==> src/rtl/fp_round_pack_pipe.sv <==
// Two-stage normalise / round / pack back end for the FPU add/sub path.
// Define FPU_ROUND_FLAGS_EN to build the exception-flag logic; otherwise flags_out is tied to zero.
module fp_round_pack_pipe #(
  parameter int EXP_W = 8,
  parameter int MAN_W = 23
) (
  input  logic                   CLK,
  input  logic                   RST,
  input  logic                   in_valid,
  output logic                   in_ready,
  input  logic [2:0]             frm,
  input  logic [EXP_W-1:0]       exponent_max_in,
  input  logic                   sign_in,
  input  logic [MAN_W+2:0]       frac_in,
  input  logic                   carry_out,
  output logic                   out_valid,
  input  logic                   out_ready,
  output logic [EXP_W+MAN_W:0]   floating_point_out,
  output logic [4:0]             flags_out
);

  localparam int W   = 1 + EXP_W + MAN_W;
  localparam int FW  = MAN_W + 3;
  localparam int EW  = EXP_W + 2;
  localparam int LZW = $clog2(FW + 1);

  localparam logic [2:0] RNE = 3'b000;
  localparam logic [2:0] RTZ = 3'b001;
  localparam logic [2:0] RDN = 3'b010;
  localparam logic [2:0] RUP = 3'b011;
  localparam logic [2:0] RMM = 3'b100;

  localparam logic [EW-1:0] EXP_ALL1 = {2'b00, {EXP_W{1'b1}}};

  // ---------------- stage 1: normalise ----------------
  logic [LZW-1:0] lzc;
  logic           lz_found;
  logic [EW-1:0]  exp_in_ext;
  logic [EW-1:0]  shift_lim;
  logic [EW-1:0]  shamt;
  logic [FW-1:0]  frac_shl;
  logic [FW-1:0]  norm_frac_next;
  logic [EW-1:0]  norm_exp_next;

  always_comb begin
    lzc      = LZW'(FW);
    lz_found = 1'b0;
    for (int i = FW - 1; i >= 0; i--) begin
      if (!lz_found && frac_in[i]) begin
        lzc      = LZW'(FW - 1 - i);
        lz_found = 1'b1;
      end
    end
  end

  // Left shift is capped so the exponent never drops below 1; anything
  // still lacking a hidden bit afterwards is a subnormal.
  assign exp_in_ext = EW'(exponent_max_in);
  assign shift_lim  = (exponent_max_in == '0) ? '0 : exp_in_ext - EW'(1);
  assign shamt      = (EW'(lzc) < shift_lim) ? EW'(lzc) : shift_lim;
  assign frac_shl   = frac_in << shamt;

  always_comb begin
    if (carry_out) begin
      norm_frac_next = {1'b1, frac_in[FW-1:2], |frac_in[1:0]};
      norm_exp_next  = exp_in_ext + EW'(1);
    end else begin
      norm_frac_next = frac_shl;
      norm_exp_next  = frac_shl[FW-1] ? (exp_in_ext - shamt) : '0;
    end
  end

  logic           s1_valid_reg;
  logic           s1_sign_reg;
  logic [2:0]     s1_frm_reg;
  logic [EW-1:0]  s1_exp_reg;
  logic [FW-1:0]  s1_frac_reg;
  logic           s2_valid_reg;
  logic           s1_advance;

  assign s1_advance = !s2_valid_reg || out_ready;
  assign in_ready   = !s1_valid_reg || s1_advance;

  always_ff @(posedge CLK) begin
    if (RST) begin
      s1_valid_reg <= 1'b0;
    end else if (in_ready) begin
      s1_valid_reg <= in_valid;
    end
  end

  always_ff @(posedge CLK) begin
    if (in_ready && in_valid) begin
      s1_sign_reg <= sign_in;
      s1_frm_reg  <= frm;
      s1_exp_reg  <= norm_exp_next;
      s1_frac_reg <= norm_frac_next;
    end
  end

  // ---------------- stage 2: round and pack ----------------
  logic             lsb_bit;
  logic             guard_bit;
  logic             sticky_bit;
  logic             hidden_bit;
  logic             round_up;
  logic             frm_illegal;
  logic [MAN_W+1:0] man_sum;
  logic [EW-1:0]    exp_rnd;
  logic             overflow;
  logic             to_inf;
  logic [W-1:0]     result_next;

  assign lsb_bit     = s1_frac_reg[2];
  assign guard_bit   = s1_frac_reg[1];
  assign sticky_bit  = s1_frac_reg[0];
  assign hidden_bit  = s1_frac_reg[FW-1];
  assign frm_illegal = (s1_frm_reg > RMM);

  always_comb begin
    round_up = 1'b0;
    case (s1_frm_reg)
      RNE:     round_up = guard_bit & (sticky_bit | lsb_bit);
      RTZ:     round_up = 1'b0;
      RDN:     round_up = s1_sign_reg & (guard_bit | sticky_bit);
      RUP:     round_up = !s1_sign_reg & (guard_bit | sticky_bit);
      RMM:     round_up = guard_bit;
      default: round_up = 1'b0;
    endcase
  end

  // A carry out of the hidden bit bumps the exponent; a subnormal rounding
  // into the hidden bit becomes the smallest normal (field 1).
  assign man_sum  = {1'b0, s1_frac_reg[FW-1:2]} + (MAN_W+2)'(round_up);
  assign exp_rnd  = s1_exp_reg + EW'(man_sum[MAN_W+1]) + EW'(!hidden_bit & man_sum[MAN_W]);
  assign overflow = (exp_rnd >= EXP_ALL1);
  assign to_inf   = (s1_frm_reg == RNE) || (s1_frm_reg == RMM) ||
                    ((s1_frm_reg == RUP) && !s1_sign_reg) ||
                    ((s1_frm_reg == RDN) && s1_sign_reg);

  always_comb begin
    result_next = {s1_sign_reg, exp_rnd[EXP_W-1:0], man_sum[MAN_W-1:0]};
    if (frm_illegal) begin
      result_next = {1'b0, {EXP_W{1'b1}}, 1'b1, {(MAN_W-1){1'b0}}};
    end else if (overflow) begin
      if (to_inf) begin
        result_next = {s1_sign_reg, {EXP_W{1'b1}}, {MAN_W{1'b0}}};
      end else begin
        result_next = {s1_sign_reg, {(EXP_W-1){1'b1}}, 1'b0, {MAN_W{1'b1}}};
      end
    end
  end

  logic [W-1:0] result_reg;

  always_ff @(posedge CLK) begin
    if (RST) begin
      s2_valid_reg <= 1'b0;
      result_reg   <= '0;
    end else if (s1_advance) begin
      s2_valid_reg <= s1_valid_reg;
      if (s1_valid_reg) begin
        result_reg <= result_next;
      end
    end
  end

  assign out_valid          = s2_valid_reg;
  assign floating_point_out = result_reg;

`ifdef FPU_ROUND_FLAGS_EN
  logic       inexact;
  logic [4:0] flags_next;
  logic [4:0] flags_reg;

  assign inexact = guard_bit | sticky_bit;

  always_comb begin
    flags_next = {3'b000, inexact && (exp_rnd == '0), inexact};
    if (frm_illegal) begin
      flags_next = 5'b10000;
    end else if (overflow) begin
      flags_next = 5'b00101;
    end
  end

  always_ff @(posedge CLK) begin
    if (RST) begin
      flags_reg <= '0;
    end else if (s1_advance && s1_valid_reg) begin
      flags_reg <= flags_next;
    end
  end

  assign flags_out = flags_reg;
`else
  assign flags_out = 5'b00000;
`endif

endmodule

==> config.mk <==
export PLATFORM = sky130hd
export DESIGN_NAME = fp_round_pack_pipe
export DESIGN_NICKNAME = d
export VERILOG_FILES = /design/src/rtl/fp_round_pack_pipe.sv
export SDC_FILE = /design/constraint.sdc
export NUM_CORES = 1
export LEC_CHECK = 0
export BUFFER_PORTS_ARGS = -buffer_cell sky130_fd_sc_hd__buf_2
export CAP_MARGIN = 25
export CORE_MARGIN = 5
export CORE_UTILIZATION = 53
export DETAILED_ROUTE_END_ITERATION = 10
export PLACE_DENSITY = 0.78
export SYNTH_ARGS = -nofsm -noshare
export SYNTH_HDL_FRONTEND = slang
export SYNTH_SLANG_ARGS = --single-unit
export TNS_END_PERCENT = 100
==> constraint.sdc <==
create_clock -name CLK -period 5.4 [get_ports CLK]
set_input_delay 0.54 -clock CLK [delete_from_list [all_inputs] [get_ports CLK]]
set_output_delay 0.54 -clock CLK [all_outputs]
set_load 0.005 [all_outputs]
==> summary.txt, run 1 <==
Outcome
  – Outcome: complete, no violations

Logic synthesis
  – Yosys warning total: 0
  – Post-synth ARST share: 0%
  – Top FF cell, synth: edfxtp_1
  – Mapped cell area: between 0.005 and 0.006 mm^2
  – Top post-synthesis cells by area: edfxtp_1 21%, mux2i_1 12%, dfxtp_1 12%, a21oi_1 5.7%, nor2_1 4.7%
  – Synth top area share: 20.7%
  – EDFF count, synth: 40
  – Sequential share of the synthesized area: 32.5%
  – Avg Cell Area, Syn: approximately 8.8 um^2
  – Distinct cell type count after synthesis: 74
  – Synth area leader: edfxtp_1
  – Yosys reg bits: 74
  – Post-Synthesis Cells: between 600 and 700
  – Most common cell in the netlist: nor2_1
  – Post-synth top cells: 73 x nor2_1, 70 x mux2i_1, 66 x a21oi_1, 64 x nand2_1, 40 x edfxtp_1

CTS
  – Clock transition at path regs: about 70 ps
  – Clk_lat worst skew: roughly 350 ps
  – Clock Tree Root: clkbuf_8
  – Clock tree buffer depth: 2
  – CTS Sinks: 74
  – CTS tree: done
  – CTS Buf Count: 9
  – Hold Buf Count CTS: 0
  – H-tree Lvls: 3

Floorplanning
  – Initial core utilization: a little over half
  – Die Ht: 115 um
  – # IOs: 82
  – # rows: 38
  – Chip Width: between 100 and 150 um
  – Core Area: 0.0108 mm^2
  – Die area: around 0.013 mm^2

Pwr
  – VDD IR max: roughly 0.20 mV
  – Static leakage: between 2 and 3 nW
  – Clock network power share: between 30% and 40%
  – Gate power share: between 20% and 30%
  – Reg power frac: about 45%
  – Switching Fraction: 29.6%
  – Pwr Total: approximately 1.5 mW
  – Switch Pwr: around 0.45 mW
  – Power per Cell Area: around 230 mW/mm^2
  – Internal Dissipation: 1.06 mW

Global route
  – Total GRT Usage: around 22%
  – Grt ovf: 0
  – Largest net degree at the start of global routing: approximately 40
  – Vias in the first global route: ~4800
  – Global-route wire length before repair: 23900 um
  – Initial antenna violation count: 0

STA
  – Final Hold Vio Count: 0
  – Max Clock Skew: around 12 ps
  – Period minus WS final: 5060 ps
  – Worst Tran Pin Value: between 800 and 900 ps
  – Pins over their slew limit: 0
  – Max transition margin: around two fifths
  – Final setup viols: 0
  – Setup TNS: 0 ps
  – Min Hold Slack: 371 ps
  – Fmax: 198 MHz
  – RSZ-0062 raised after global routing: false
  – Post-route clock period utilization: between 90% and 100%

Setup path
  – Reg-to-reg slack, setup: ~360 ps
  – Kind of critical path: input pin to flop
  – R2R depth: 22
  – Worst path max stage delay: roughly 460 ps
  – CP max FO: 28
  – Crit path DAT: just over 5000 ps
  – Crit. End Element: flop
  – Crit Reg-Reg Endpoint: floating_point_out[13]
  – CP Cell Sequence: buf_2, nor4_1, nand4_1, inv_1, a32oi_1, o21ai_0, ha_1, a21oi_1, o21ai_0, a41o_1, nand2_1, o2bb2ai_2, buf_4, mux2i_1, mux2i_1, a22oi_2, a31oi_1, a21o_1, or2_2
  – Worst Path Required: between 5000 and 6000 ps
  – Slowest CP cell: mux2i_1
  – Critical path's top delay family: compound AO/OA/AOI/OAI gates
  – Worst path bufs/invs: 3
  – Startpoint Class: input pin
  – Worst r2r src: s1_frm_reg[2]

Layout
  – Sequential Area: approximately 0.0019 mm^2
  – Layout cells sized above 1: 19.6%
  – Fill cell count: about 940
  – Final #Nets: between 700 and 800
  – Final core occ: between 60% and 70%
  – Area of the multi-input gates: roughly 0.0036 mm^2
  – Area Growth Syn to Fin: 12.7%
  – ANT cells: 0
  – Max reg flops: 32

Drt
  – Routed wire length: 14900 um
  – Number of detailed-routing iterations run before antenna repair: 5
  – DRT iter0 DRCs: between 400 and 500
  – Antenna Violating Nets Remaining: 0
  – Via Count: between 5000 and 6000
  – WL per Instance: about 17 um
  – DRC: 0
  – Vias per cell: 5.81

Job
  – Max-cap violations: 0

Worst hold path
  – Hold Path Class: input pin to flop
  – Hold Path Depth: 1
  – Hold Startpoint: sign_in
  – Hold endpoint: s1_sign_reg

Placed design
  – IO Port Bufs: 76
  – Routability cong.: ~0.93
  – Detail Placement HPWL: about 11000 um
## placed cells by master, fill, tap and decap left out, types with 6 or more instances in the layout
cell      Yosys  final
buf_2         3     76
nor2_1       73     72
mux2i_1      70     69
a21oi_1      66     66
nand2_1      64     63
edfxtp_1     40     40
dfxtp_1      34     34
xnor2_1      25     25
inv_1        24     24
o21ai_0      23     23
nand3_1      23     23
buf_4         5     19
ha_1         18     16
xor2_1       15     15
nor3_1       13     11
a211oi_1     10     10
clkbuf_8      0     10
nor2b_1       9      9
o21a_1        8      8
conb_1        2      8
a21o_1        7      7
and3_1        7      7
nor4_1        6      6
a32o_1        6      6
## logic make-up (layout without fill, tap and decap cells)
| group | after synthesis | after routing | share of synthesized area [%] |
|---|---|---|---|
| flip-flops | 74 | 74 | 32.5 |
| XOR/XNOR | 40 | 40 | 6.04 |
| AO/OA/AOI/OAI | 160 | 160 | 18.5 |
| buffers and inverters | 66 | 137 | 6.41 |
| AND/OR/NAND/NOR | 224 | 224 | 18.5 |
| other | 2 | 8 | 0.130 |
| adder cells (fa/ha/maj) | 20 | 20 | 4.58 |
| multiplexers | 76 | 76 | 13.4 |
## layout make-up
type                    count  share of cell area [%]
inverters                  25                    1.44
well taps                 140                    2.68
flip-flops and latches     74                    28.8
clock inverters             2                   0.172
multi-input cells         528                    55.4
clock buffers              14                    3.31
repair buffers             96                    8.18
## through the flow
stage | worst slack, ps | instance area (um^2) | cells
global route | 10.7 | 6530 | 879
floorplan | 331 | 5820 | 668
finish | 340 | 6530 | 879
CTS | 42.8 | 6460 | 875
detailed placement | 29.6 | 6240 | 859
global placement | 160 | 6240 | 859
## worst max-delay path by stage
stage | start | depth (start not counted) | slack, ps | to
2_1_floorplan | exponent_max_in[0] | 24 | 330 | s1_exp_reg[7]
4_1_cts | s1_frm_reg[2] | 22 | 40 | floating_point_out[17]
3_5_place_dp | frac_in[21] | 23 | 30 | s1_exp_reg[7]
3_3_place_gp | frac_in[25] | 19 | 160 | s1_frac_reg[25]
5_1_grt | s1_frm_reg[2] | 21 | 10 | floating_point_out[17]
6_report | frac_in[21] | 19 | 340 | s1_frac_reg[25]
## metal layers
metal	wire, um	global-route usage, %	up-vias
li1	-	-	2529
met1	6770	30.6	2396
met2	6900	36.2	161
met3	824	2.27	24
met4	441	9.34	0
met5	0	0	-
## timing repair
item,in CTS,in global routing
setup buffers,0,3
gates resized for setup,0,12
setup endpoints to repair,0,31
## worst reg2reg max path: cells and delay by family (launching register included)
family | cells | cell delay, ps
simple gates | 11 | 2280
flops | 1 | 460
buf+inv | 1 | 180
compound gates | 4 | 620
xor+xnor | 1 | 180
fa+ha+maj | 5 | 1170
## power by group through the flow
stage               registers (mW)  logic (mW)  clock network, mW
finish                       0.676       0.377              0.456
global route                 0.680       0.415              0.488
CTS                          0.675       0.369              0.466
detailed placement           0.687       0.366                  0
global placement             0.685       0.357                  0
floorplan                    0.683       0.265                  0
No activity file was read; power rests on OpenSTA's default activity.
==> run 2, diff against run 1 <==
CORE_MARGIN = not set   (was 5)
==> run 2 against run 1 <==
Compared with the run above:
- register-to-register slack got worse by 40 ps
- clock skew fell by 2.3 ps
- global-route usage rose by 2.2 points
- combinational power fell by 2%
- sequential share of layout area barely moved
- final area fell by 0.15%
- clock-buffer cell count fell by 4
- wire length fell by 6.5%
- fmax fell by 0.47%
- first-iteration DRC count fell by 28%
- worst setup slack got worse by 24 ps
- clock power fell by 3%
==> summary.txt, run 2 (synthesis results as in run 1) <==
Setup path
  – Critical path's top delay family: simple AND/OR/NAND/NOR gates
  – R2R depth: 22 (unchanged)
  – Kind of critical path: flop to flop
  – Worst setup endpoint: floating_point_out[17]
  – Slowest CP cell: or3b_2
  – Worst path bufs/invs: 1 (-2)
  – Crit Reg-Reg Endpoint: floating_point_out[17]
  – Worst path max stage delay: 460 ps (about the same)
  – Crit path DAT: 5280 ps (+130 ps)
  – CP max FO: 19 (-32%)
  – Worst Path Required: 5600 ps (+110 ps)
  – Reg-to-reg slack, setup: 320 ps (-40 ps)
  – Crit. Startpoint: s1_frm_reg[2]
  – Worst r2r src: s1_frm_reg[2]
  – Stages on the worst setup path: 22 (+3)
  – Crit. End Element: flop
  – CP Cell Sequence: nor3b_1, ha_1, or3b_2, a21oi_1, ha_2, ha_2, nand3_1, nor2_1, nand2_1, nor3_2, fa_1, ha_1, nand3_1, xor2_1, or4_1, nor4_1, nor2_1, o21ai_1, buf_4, a21oi_1, a21oi_1, nor2_1
  – Startpoint Class: flop

Layout
  – Commonest non-fill, non-tap cell in the layout: buf_2
  – Most frequent cells in the layout: 76 x buf_2, 73 x nor2_1, 69 x mux2i_1
  – Area of the multi-input gates: 0.00360 mm^2 (-0.62%)
  – Fill cell count: 924 (-1.4%)
  – Max reg flops: 32 (unchanged)
  – Sequential Area: 0.00188 mm^2 (unchanged)
  – Area Growth Syn to Fin: 12.5%
  – Final core occ: 62.3% (+1.8 points)
  – Layout cells sized above 1: 19.2% (-0.40 points)
  – Final #Nets: 802 (+0.63%)

Placed design
  – Setup slack at placement: 216 ps (+186 ps)
  – Detail Placement HPWL: 10800 um (-4.9%)
  – Routability cong.: 0.940 (+1.1%)
  – IO Port Bufs: 76 (unchanged)

Pwr
  – Reg power frac: 45.4% (+0.6 points)
  – Gate power share: 24.9% (about the same)
  – Static leakage: 2.96 nW (about the same)
  – Power per Cell Area: 229 mW/mm^2 (-1.0%)
  – Switching Fraction: 29.0% (-0.58 points)
  – Switch Pwr: 0.433 mW (-3.1%)
  – Internal Dissipation: 1.06 mW (-0.38%)
  – VDD IR max: 0.240 mV (+20%)
  – Clock network power share: 29.7% (-0.5 points)

STA
  – Final setup viols: 0 (unchanged)
  – Max Clock Skew: 9.34 ps (-2.33 ps)
  – Min Hold Slack: 380 ps (+8.75 ps)
  – Period minus WS final: 5080 ps (+23.7 ps)
  – Final Hold Vio Count: 0 (unchanged)
  – Worst Tran Pin Value: 921 ps (+43.2 ps)
  – Max transition margin: 38.6% (-2.9 points)
  – Fmax: 197 MHz (-0.47%)
  – Final WS setup: 316 ps (-23.7 ps)
  – Pins over their slew limit: 0 (unchanged)
  – Post-route clock period utilization: 94.1% (+0.44 points)

Floorplanning
  – Die area: 0.0114 mm^2 (-13%)
  – Core Area: 0.0105 mm^2 (-3.1%)
  – # IOs: 82 (unchanged)
  – Die Ht: 107 um (-7.0%)
  – Chip Width: 107 um (-7.0%)
  – Initial core utilization: 55.4% (+1.7 points)
  – # rows: 37 (-2.6%)

Job
  – Max-cap violations: 0 (unchanged)

Outcome
  – Outcome: complete, no violations

Worst hold path
  – Hold Path Class: input pin to flop

CTS
  – CTS tree: done
  – H-tree Lvls: 3 (unchanged)
  – Clock Tree Root: clkbuf_8
  – CTS Sinks: 74 (unchanged)
  – Clock tree buffer depth: 2 (unchanged)
  – CTS Buf Count: 9 (unchanged)
  – Clk_lat worst skew: 330 ps (-20 ps)
  – Hold Buf Count CTS: 0 (unchanged)
  – Clock transition at path regs: 70 ps (about the same)

Drt
  – Number of detailed-routing iterations run before antenna repair: 8 (+3)
  – Vias per cell: 5.74 (-1.3%)
  – Routed wire length: 14000 um (-6.5%)
  – Via Count: 5057 (-1.0%)
  – DRT iter0 DRCs: 338 (-28%)
  – DRC: 0 (unchanged)
  – WL per Instance: 15.9 um (-6.7%)
  – Antenna Violating Nets Remaining: 0 (unchanged)

Global route
  – Largest net degree at the start of global routing: 61 (+49%)
  – Grt ovf: 0 (unchanged)
  – Initial antenna violation count: 1 (+1)
  – Total GRT Usage: 24.6% (+2.2 points)
  – Vias in the first global route: 4777 (-0.17%)
  – Global-route wire length before repair: 22500 um (-5.9%)
run 2: changes by cell type in the layout (fill, tap and decap cells not counted), sizes merged:
cell	delta
buf	+5
clkbuf	-4
clkinv	+3
bufinv	+2
diode	+1
inv	-1
run 2: how the worst min path moves through the flow:
stage | start | to | slack, ps | cells past startpoint
after CTS | frm[2] | s1_frm_reg[2] | 360 | 1
final | frm[2] | s1_frm_reg[2] | 380 | 1
after floorplan | floating_point_out[0] | floating_point_out[0] | 480 | 2
after global placement | floating_point_out[17] | floating_point_out[17] | 460 | 2
after global routing | frm[2] | s1_frm_reg[2] | 370 | 1
after detailed placement | floating_point_out[4] | floating_point_out[4] | 470 | 2
run 2: layer usage:
metal	wire length [um]	track usage, %	up-vias
met2	6610	42.4	144
li1	-	-	2540
met5	0	0	-
met4	370	9.59	0
met1	6440	31.2	2349
met3	541	3.40	24
run 2: area by class of cell:
class | count | area share (%)
Multi-Input combinational cell | 528 | 55.1
Sequential cell | 74 | 28.9
Timing Repair Buffer | 101 | 8.71
Tap cell | 136 | 2.61
Clock buffer | 10 | 1.96
Inverter | 25 | 1.44
Clock inverter | 6 | 1.25
Antenna cell | 1 | 0.0384
run 2: power by group through the flow:
stage,Sequential [mW],Combinational [mW],Clock (mW)
after floorplan,0.683,0.265,0
after global placement,0.685,0.357,0
after detailed placement,0.688,0.365,0
after CTS,0.676,0.368,0.452
after global routing,0.681,0.411,0.474
final,0.676,0.371,0.443
run 2: metrics by stage:
step	total power, mW	std cells	cell area (um^2)	TNS, ps
CTS	1.50	880	6510	0
finish	1.49	881	6520	0
detailed placement	1.05	864	6300	0
global placement	1.04	864	6300	0
global route	1.57	880	6520	-15.7
floorplan	0.947	668	5820	0
run 2: timing repair:
| item | 4_1_cts | 5_1_grt |
|---|---|---|
| buffers inserted | 0 | 0 |
| setup endpoints to repair | 0 | 19 |
| gates resized for setup | 0 | 3 |
